==> config.mk <==
export PLATFORM = sky130hd
export DESIGN_NAME = keypad_bcd_scanner_flat
export DESIGN_NICKNAME = d
export VERILOG_FILES = /design/src/rtl/keypad_bcd_scanner_pkg.sv /design/src/rtl/keypad_bcd_scanner_if.sv /design/src/rtl/keypad_bcd_scanner_sync2.sv /design/src/rtl/keypad_bcd_scanner.sv /design/src/flat_wrapper.sv
export SDC_FILE = /design/constraint.sdc
export NUM_CORES = 1
export LEC_CHECK = 0
export CAP_MARGIN = 15
export CORE_MARGIN = 4
export CORE_UTILIZATION = 53
export CTS_BUF_LIST = sky130_fd_sc_hd__clkbuf_4 sky130_fd_sc_hd__clkbuf_8
export DETAILED_ROUTE_END_ITERATION = 8
export HOLD_SLACK_MARGIN = 0.08
export PLACE_DENSITY = 0.85
export SLEW_MARGIN = 5
export SYNTH_ARGS = -nofsm -noshare
export SYNTH_HDL_FRONTEND = slang
export SYNTH_SLANG_ARGS = --single-unit
==> constraint.sdc <==
create_clock -name CLK -period 5.7 [get_ports CLK]
set_input_delay 1.14 -clock CLK [delete_from_list [all_inputs] [get_ports CLK]]
set_output_delay 1.14 -clock CLK [all_outputs]
set_load 0.02 [all_outputs]
==> src/rtl/keypad_bcd_scanner_pkg.sv <==
// Purpose: FSM state type, elevator key codes and keypad key-map helpers.
// Latency: pure combinational helpers, no state.
// Backpressure: none; the codes are consumed by the scanner and the elevator.
package keypad_bcd_scanner_pkg;

  typedef enum logic [1:0] {
    SCAN     = 2'd0,
    DEBOUNCE = 2'd1,
    EMIT     = 2'd2,
    RELEASE  = 2'd3
  } state_t;

  localparam logic [3:0] KEY_LOGIN   = 4'b1011;
  localparam logic [3:0] KEY_ADDUSER = 4'b1100;
  localparam logic [3:0] KEY_ENTER   = 4'b1101;
  localparam logic [3:0] KEY_REMOVE  = 4'b1110;
  localparam logic [3:0] KEY_CLEAR   = 4'b1010;

  // Returns {mapped, code}; r3c3 has no key behind it.
  function automatic logic [4:0] key_lookup(input logic [1:0] row, input logic [1:0] col);
    logic [4:0] res;
    case ({row, col})
      4'h0:    res = {1'b1, 4'b0001};
      4'h1:    res = {1'b1, 4'b0010};
      4'h2:    res = {1'b1, 4'b0011};
      4'h3:    res = {1'b1, KEY_LOGIN};
      4'h4:    res = {1'b1, 4'b0100};
      4'h5:    res = {1'b1, 4'b0101};
      4'h6:    res = {1'b1, 4'b0110};
      4'h7:    res = {1'b1, KEY_ADDUSER};
      4'h8:    res = {1'b1, 4'b0111};
      4'h9:    res = {1'b1, 4'b1000};
      4'hA:    res = {1'b1, 4'b1001};
      4'hB:    res = {1'b1, KEY_ENTER};
      4'hC:    res = {1'b1, KEY_CLEAR};
      4'hD:    res = {1'b1, 4'b0000};
      4'hE:    res = {1'b1, KEY_REMOVE};
      default: res = 5'b0_0000;
    endcase
    return res;
  endfunction

  // Index of the lowest low bit of an active-low column pattern.
  function automatic logic [1:0] col_index(input logic [3:0] cols_n);
    logic [1:0] idx;
    if (!cols_n[0])      idx = 2'd0;
    else if (!cols_n[1]) idx = 2'd1;
    else if (!cols_n[2]) idx = 2'd2;
    else                 idx = 2'd3;
    return idx;
  endfunction

endpackage

==> src/rtl/keypad_bcd_scanner_if.sv <==
// Purpose: keypad pins plus the BCD_management bus toward the elevator.
// Latency: wires only.
// Backpressure: none; key_valid is a fire-and-forget strobe.
interface keypad_bcd_scanner_if;
  logic [3:0] cols;
  logic [3:0] rows;
  logic [3:0] BCD_management;
  logic       key_valid;

  modport master (input cols, output rows, output BCD_management, output key_valid);
  modport slave  (output cols, input rows, input BCD_management, input key_valid);
endinterface

==> src/rtl/keypad_bcd_scanner_sync2.sv <==
// Purpose: 2-FF synchronizer for the asynchronous column sense lines.
// Latency: 2 clocks.
// Backpressure: none; resets to the idle (all released) pattern.
module sync2 (
  input  logic       clk,
  input  logic       rst,
  input  logic [3:0] d,
  output logic [3:0] q
);
  logic [3:0] meta;

  // Two back-to-back flops; reset value means "no key down".
  always_ff @(posedge clk) begin
    if (!rst) begin
      meta <= 4'b1111;
      q    <= 4'b1111;
    end else begin
      meta <= d;
      q    <= meta;
    end
  end
endmodule

==> src/rtl/keypad_bcd_scanner.sv <==
// Purpose: scans the 4x4 keypad and emits one debounced code per key press.
// Latency: 2 sync clocks + row dwell + DEBOUNCE_CYCLES+1 clocks to key_valid.
// Backpressure: none; key_valid pulses HOLD_CYCLES clocks, code held afterwards.
module keypad_bcd_scanner
  import keypad_bcd_scanner_pkg::*;
#(
  parameter int SCAN_DIV        = 16,
  parameter int DEBOUNCE_CYCLES = 1000,
  parameter int HOLD_CYCLES     = 2
) (
  input logic                    CLK,
  input logic                    RST,
  keypad_bcd_scanner_if.master   kp
);
  localparam int DW = $clog2(SCAN_DIV + 1);
  localparam int BW = $clog2(DEBOUNCE_CYCLES + 1);
  localparam int HW = $clog2(HOLD_CYCLES + 1);
  localparam logic [DW-1:0] DIV_LAST = DW'(SCAN_DIV - 1);
  localparam logic [BW-1:0] DEB_MAX  = BW'(DEBOUNCE_CYCLES);
  localparam logic [HW-1:0] HOLD_MAX = HW'(HOLD_CYCLES);

  state_t        state, state_nxt;
  logic [1:0]    row_idx, row_idx_nxt;
  logic [DW-1:0] div_cnt, div_cnt_nxt;
  logic [BW-1:0] deb_cnt, deb_cnt_nxt, deb_inc;
  logic [HW-1:0] hold_cnt, hold_cnt_nxt;
  logic [3:0]    lat_cs, lat_cs_nxt;
  logic [3:0]    bcd, bcd_nxt;
  logic          kv, kv_nxt;
  logic [3:0]    cs;
  logic          single_low;
  logic [4:0]    scan_key, lat_key;

  sync2 u_sync (.clk(CLK), .rst(RST), .d(kp.cols), .q(cs));

  assign single_low = ($countones(~cs) == 1);
  assign scan_key   = key_lookup(row_idx, col_index(cs));
  assign lat_key    = key_lookup(row_idx, col_index(lat_cs));
  assign deb_inc    = deb_cnt + BW'(1);

  // Next-state, counters and output registers' next values.
  always_comb begin
    state_nxt    = state;
    row_idx_nxt  = row_idx;
    div_cnt_nxt  = div_cnt;
    deb_cnt_nxt  = deb_cnt;
    hold_cnt_nxt = hold_cnt;
    lat_cs_nxt   = lat_cs;
    bcd_nxt      = bcd;
    kv_nxt       = 1'b0;
    case (state)
      SCAN: begin
        if (div_cnt == DIV_LAST) begin
          div_cnt_nxt = '0;
          // Only a single, mapped key freezes the row; ghosts keep scanning.
          if (single_low && scan_key[4]) begin
            lat_cs_nxt  = cs;
            deb_cnt_nxt = '0;
            state_nxt   = DEBOUNCE;
          end else begin
            row_idx_nxt = row_idx + 2'd1;
          end
        end else begin
          div_cnt_nxt = div_cnt + DW'(1);
        end
      end
      DEBOUNCE: begin
        if (cs != lat_cs) begin
          deb_cnt_nxt = '0;
          div_cnt_nxt = '0;
          row_idx_nxt = row_idx + 2'd1;
          state_nxt   = SCAN;
        end else if (deb_inc == DEB_MAX) begin
          deb_cnt_nxt  = '0;
          hold_cnt_nxt = '0;
          bcd_nxt      = lat_key[3:0];
          state_nxt    = EMIT;
        end else begin
          deb_cnt_nxt = deb_inc;
        end
      end
      EMIT: begin
        if (hold_cnt == HOLD_MAX) begin
          state_nxt = RELEASE;
        end else begin
          kv_nxt       = 1'b1;
          hold_cnt_nxt = hold_cnt + HW'(1);
        end
      end
      RELEASE: begin
        if (cs != 4'b1111) begin
          deb_cnt_nxt = '0;
        end else if (deb_inc == DEB_MAX) begin
          deb_cnt_nxt = '0;
          div_cnt_nxt = '0;
          row_idx_nxt = 2'd0;
          state_nxt   = SCAN;
        end else begin
          deb_cnt_nxt = deb_inc;
        end
      end
      default: state_nxt = SCAN;
    endcase
  end

  // State and datapath registers with synchronous active-low reset.
  always_ff @(posedge CLK) begin
    if (!RST) begin
      state    <= SCAN;
      row_idx  <= 2'd0;
      div_cnt  <= '0;
      deb_cnt  <= '0;
      hold_cnt <= '0;
      lat_cs   <= 4'b1111;
      bcd      <= 4'b0000;
      kv       <= 1'b0;
    end else begin
      state    <= state_nxt;
      row_idx  <= row_idx_nxt;
      div_cnt  <= div_cnt_nxt;
      deb_cnt  <= deb_cnt_nxt;
      hold_cnt <= hold_cnt_nxt;
      lat_cs   <= lat_cs_nxt;
      bcd      <= bcd_nxt;
      kv       <= kv_nxt;
    end
  end

  assign kp.rows           = ~(4'b0001 << row_idx);
  assign kp.BCD_management = bcd;
  assign kp.key_valid      = kv;
endmodule
==> src/flat_wrapper.sv <==
// flat-port wrapper written by rule: the top's interface ports become plain ports
module keypad_bcd_scanner_flat import keypad_bcd_scanner_pkg::*;
#(
  parameter int SCAN_DIV        = 16,
  parameter int DEBOUNCE_CYCLES = 1000,
  parameter int HOLD_CYCLES     = 2
)
  (CLK, RST, kp_cols, kp_rows, kp_BCD_management, kp_key_valid);
  keypad_bcd_scanner_if kp_i ();
  input logic CLK;
  input logic RST;
  input wire logic [$bits(kp_i.cols)-1:0] kp_cols;
  output wire logic [$bits(kp_i.rows)-1:0] kp_rows;
  output wire logic [$bits(kp_i.BCD_management)-1:0] kp_BCD_management;
  output wire logic [$bits(kp_i.key_valid)-1:0] kp_key_valid;
  assign kp_i.cols = kp_cols;
  assign kp_rows = kp_i.rows;
  assign kp_BCD_management = kp_i.BCD_management;
  assign kp_key_valid = kp_i.key_valid;
  keypad_bcd_scanner #(.SCAN_DIV(SCAN_DIV), .DEBOUNCE_CYCLES(DEBOUNCE_CYCLES), .HOLD_CYCLES(HOLD_CYCLES)) u_core (.CLK(CLK), .RST(RST), .kp(kp_i));
endmodule
=== After elaboration in Yosys (flattened, before gate mapping) ===
Memory sizes are Yosys's and may differ from the RTL's. A register that Yosys moved wholly into a read port is not among the register bits.
Index checks and enable logic that the tools add are counted.

* Flip-flop bits (word level): 34
* Bits in read-only memories: 160
* Input port bits: 6
* Output and inout bits: 9
* Word-level logic and storage cells: 88
* Memories: 2

{| class="wikitable"
|+ Memory list
! memory !! depth !! width !! rd ports !! clocked after memory_dff !! write ports !! RTL line !! RTL
|-
| (name not given) || 16 || 5 || 1 || 1 || 0 || keypad_bcd_scanner_pkg.sv:22 || <nowiki>case ({row, col})</nowiki>
|-
| (name not given) || 16 || 5 || 1 || 0 || 0 || keypad_bcd_scanner_pkg.sv:22 ||
|}

* Add/sub/neg operators: 7
* Equality and inequality tests: 20
* Shift operators: 1
* Multiplexer cells: 33
* Bitwise logic cells: 3
* Reductions and logical operators: 13

{| class="wikitable"
|+ Operators by type and width
! operator !! count
|-
| $mux 10 || 5
|-
| $add 32x32->32 || 1
|-
| $eq 32x2->1 const B || 1
|-
| $mux 2 || 16
|-
| $pmux 10 s3 || 1
|-
| $mux 5 || 4
|-
| $pmux 5 s3 || 1
|-
| $ne 2x1->1 const B || 6
|-
| $reduce_and 6->1 || 2
|-
| $add 10x1->10 const B || 1
|-
| $eq 10x10->1 const B || 1
|-
| $reduce_and 3->1 || 3
|-
| $ne 2x2->1 const B || 4
|-
| $not 4->4 || 2
|-
| $pmux 2 s4 || 1
|-
| $reduce_and 4->1 || 2
|-
| $eq 2x2->1 const B || 3
|-
| $pmux 2 s3 || 1
|-
| $add 5x1->5 const B || 1
|-
| $eq 5x4->1 const B || 1
|-
| $add 1x1->2 || 2
|-
| $add 2x1->2 const B || 2
|-
| $ne 4x4->1 || 1
|-
| $ne 4x4->1 const B || 1
|-
| other kinds (12) || 14
|}

=== Logic depth before layout (Yosys ltp) ===
* Depth after elaboration: 8
* Depth in mapped cells: 10
* Mapped depth without buffers: 9

=== By module ===
A second synthesis with hierarchy kept.

* Cells, all modules: 250
* Area total of the unflattened synthesis: 2147.1 sq um

{| class="wikitable"
|+ By module, submodules not included
! module !! times used !! cells each !! area each (sq um) !! seq. area each (sq um)
|-
| keypad_bcd_scanner || 1 || 234 || 1936.9 || 600.6
|-
| sync2 || 1 || 16 || 210.2 || 160.2
|}

=== Worst setup path before layout ===
No wires, ideal clock.

* Kind: register -> register
* From: register u_core.u_sync.q[0]
* To: register u_core.lat_cs[0]
* Setup time: 0.141 ns
* Arrival time: 2.650 ns
* Data required time: 5.559 ns
* Slack: 2.908 ns
* Stages on the path, launching flop included: 11
* Buffers on the path: 1
* Period minus slack after synthesis: 2.792 ns
* Cells stage by stage: dfxtp_1 -> inv_1 -> ha_1 -> ha_1 -> fa_1 -> or3b_1 -> a21o_1 -> or4_1 -> clkbuf_1 -> nand2_1 -> o211ai_1

* Cells in the longest elaborated chain, start to end: 6
* Elaborated cells on any way between the ends: 8
* Classes of those cells: 2 x add/sub; 1 x eq/ne; 1 x mux; 1 x bitwise; 2 x reduce/logical; 1 x memory

{| class="wikitable"
|+ Ends and longest elaborated chain
! what !! RTL line !! RTL
|-
| start, declared || keypad_bcd_scanner_sync2.sv:8 || <nowiki>output logic [3:0] q</nowiki>
|-
| start signal, assigned || keypad_bcd_scanner_sync2.sv:19 || <nowiki>q <= meta;</nowiki>
|-
| $not 4->4 || keypad_bcd_scanner.sv:36 || <nowiki>assign single_low = ($countones(~cs) == 1);</nowiki>
|-
| $add 1x1->2 (not written as such) || keypad_bcd_scanner.sv:36 ||
|-
| $add 32x32->32 (not written as such) || keypad_bcd_scanner.sv:36 ||
|-
| $eq 32x2->1 || keypad_bcd_scanner.sv:36 ||
|-
| $logic_and 1x1->1 || keypad_bcd_scanner.sv:56 || <nowiki>if (single_low && scan_key[4]) begin</nowiki>
|-
| $reduce_and 3->1 (no source line) || n/a ||
|-
| end signal, assigned || keypad_bcd_scanner.sv:123 || <nowiki>lat_cs <= lat_cs_nxt;</nowiki>
|-
| end, declared || keypad_bcd_scanner.sv:27 || <nowiki>logic [3:0] lat_cs, lat_cs_nxt;</nowiki>
|}

Parallel ways exist; a longest one is shown, timed or not.
A chain may end at the register's enable or synchronous reset.

==> flow_metrics.tcl <==
set metrics [dict create \
    drive_above_1_share_pct 7.547 \
    cts_tree "built" \
    num_rows 23 \
    synthSimpleGateAreaFrac_pct 24.97 \
    fillers 336 \
    ios 15 \
    maxCapViolations 0 \
    postSynthNetCount 282 \
    synth_warnings 0 \
    numPortBuffers 14 \
    start_util_pct 55.34 \
    clock_skew_ps 9.887 \
    critPathTopFamily "buffers and inverters" \
    finalSetupViolCount 0 \
    fin_crit_ps 3747 \
    synthFlopType "dfxtp_1" \
    ys_top_cells_by_area "dfxtp_1 34%, ha_1 9.5%, nand2b_1 3.4%, nand3_1 3.4%, inv_1 3.0%" \
    grt_usage_pct 18.40 \
    wirelength_um 4595 \
    final_max_slew_viol_count 0 \
    synth-edff-count 0 \
    fin_nets 288 \
    layout_common_cells "38 x dfxtp_1, 18 x inv_1, 17 x nand2_1, 17 x ha_1, 15 x nand3_1" \
    syn-cell-area_um2 2230 \
    first_global_vias 1749 \
    final_common_cell "dfxtp_1" \
    hold_buffers 0 \
    first_pass_iters 4 \
    clk_pin_slew_ps 70 \
    grt_max_degree 32 \
    die_w_um 72.86 \
    p_leak_nw 0.9663 \
    critPathLaunchType "input port" \
    syn-instance-count 258 \
    multiInputGateArea_um2 1320 \
    synth_area_leader_cell "dfxtp_1" \
    cts_buffers 5 \
    drcViolationCount 0 \
    hold_viol 0 \
    slowest_stage "clkdlybuf4s50_1" \
    path_class "in2reg" \
    critPathRequiredTime_ps 5920 \
    synth_top_family_by_area "simple AND/OR/NAND/NOR gates" \
    dieArea_um2 5309 \
    post-dp-hpwl_um 3175 \
    synth_seq_cells 38 \
    core-area_um2 4029 \
    synth_top_area_share_pct 34.12 \
    crit_fanout 31 \
    drt-initial-drc-count 235 \
    async_flop_share_pct 0 \
    post_cts_buffers 0 \
    worstSetupEndpointType "flop" \
    synthMuxAreaShare_pct 2.806 \
    synth_fa_ha_area_share_pct 10.44 \
    holdWs_ps 411.8 \
    fin_crit_sh_pct 65.74 \
    seq_area_frac_synth_pct 34.12 \
    powerDensity_nw_per_um2 232.4 \
    maxSlewHeadroom_pct 28.48 \
    syn_area_per_cell_um2 8.642 \
    regArea_um2 760.7 \
    cpPeakStageDelay_ps 1180 \
    dr_total_vias 1915 \
    globalRouteOverflowTotal 0 \
    status "finished clean" \
    synth_compound_area_share_pct 18.63 \
    gp_congestion 0.8294 \
    cts_max_level 2 \
    hp-class "reg2reg" \
    ys_types 57 \
    die_y_um 72.86 \
    path_cells "clkdlybuf4s50_1 -> inv_1 -> nor3_1 -> a41oi_1 -> mux2i_1" \
    synthToLayoutAreaGrowth_pct 12.51 \
    antenna_left 0 \
    clock_latency_ps 300 \
    rsz0062_at_grt "no" \
    post_drt_wl_per_cell_um 14.59 \
    antenna_found_initial 0 \
    finalSetupTns_ps 0 \
    arrival_ps 3960 \
    cts_buffer_depth 2 \
    synthXorXnorAreaFrac_pct 2.357 \
    grt_pass1_wl_um 7852 \
    vdd_drop_max_uv 143.4 \
    cts_sinks 38 \
    tightest_slew_ps 1069 \
    via_per_inst 6.079 \
    diodes 0 \
    clock.fmax_ghz 0.2669 \
    cp_num_buf_inv 2 \
    ctsResizeCount 0 \
    utilization_pct 62.27 \
    root_buffer "clkbuf_8" \
]
[state kept, by name, indices dropped and copies added, names as in the netlist, named ones only]
signal	cells
u_core.deb_cnt	10
u_core.row_idx	2
u_core.kp.key_valid	1
u_core.div_cnt	5
u_core.lat_cs	4
u_core.state	1
u_core.kp.BCD_management	4
u_core.hold_cnt	2
u_core.u_sync.q	4
u_core.u_sync.meta	4
[cells in the mapped netlist (all sizes together) (5+ instances only)]
cell type	n
a21oi	13
ha	17
nand2b	12
o211ai	7
inv	18
dfxtp	38
nand2	17
o21ai	13
clkbuf	11
nor3	7
nand4	5
nand3	16
nor2	12
buf	6
mux2i	5
[worst register-to-register path, cell delays in order, from the launching register on]
cell and delay [ps]:
dfxtp_1 420, inv_1 80, ha_1 280, ha_1 210, fa_1 430, or3b_1 430, a21o_1 180, or4_1 620
nand2_1 120, o211ai_1 100
[through the flow]
step / instances / instance area (um2) / total power [mW] / setup WS, ps
2_1_floorplan: 258 / 2230 / 0.2970 / 2908
3_3_place_gp: 307 / 2366 / 0.3040 / 1767
3_5_place_dp: 307 / 2366 / 0.3054 / 1675
4_1_cts: 315 / 2509 / 0.5854 / 1965
5_1_grt: 315 / 2509 / 0.5988 / 1641
6_report: 315 / 2509 / 0.5830 / 1953
[worst paths after layout]
path	start	endpoint	slack, ps	cells past startpoint
worst max-delay path	RST	u_core.deb_cnt[7]	1950	5
worst min-delay path	u_core.u_sync.meta[3]	u_core.u_sync.q[3]	410	1
worst max register to register	u_core.u_sync.q[1]	u_core.lat_cs[3]	2650	9
worst min register to register	u_core.u_sync.meta[3]	u_core.u_sync.q[3]	410	1
[final cells by class]
| type | count | area share, % |
|---|---|---|
| clock buffers | 6 | 3.292 |
| clock inverters | 2 | 2.394 |
| inverters | 18 | 2.693 |
| multi-input cells | 185 | 52.62 |
| flip-flops and latches | 38 | 30.32 |
| well taps | 50 | 2.494 |
| repair buffers | 16 | 6.185 |
[layer usage]
metal  vias up  GRT usage (%)  share of wire (%)
li1        949              -                  -
met1       924          23.96                 47
met2        36          30.06                 48
met3         6          4.270                3.3
met4         0          5.943                1.2
met5         -              0                  0
[logic make-up after synthesis]
group,count (synthesis)
buf+inv,35
fa+ha+maj,18
flops,38
xor+xnor,6
simple gates,96
compound gates,60
mux,5
[power by group]
part / internal, mW / switching (mW)
clock: 0.187 / 0.0961
combinational: 0.0118 / 0.0150
sequential: 0.270 / 0.00358
Power figures use the tool's default switching activity.
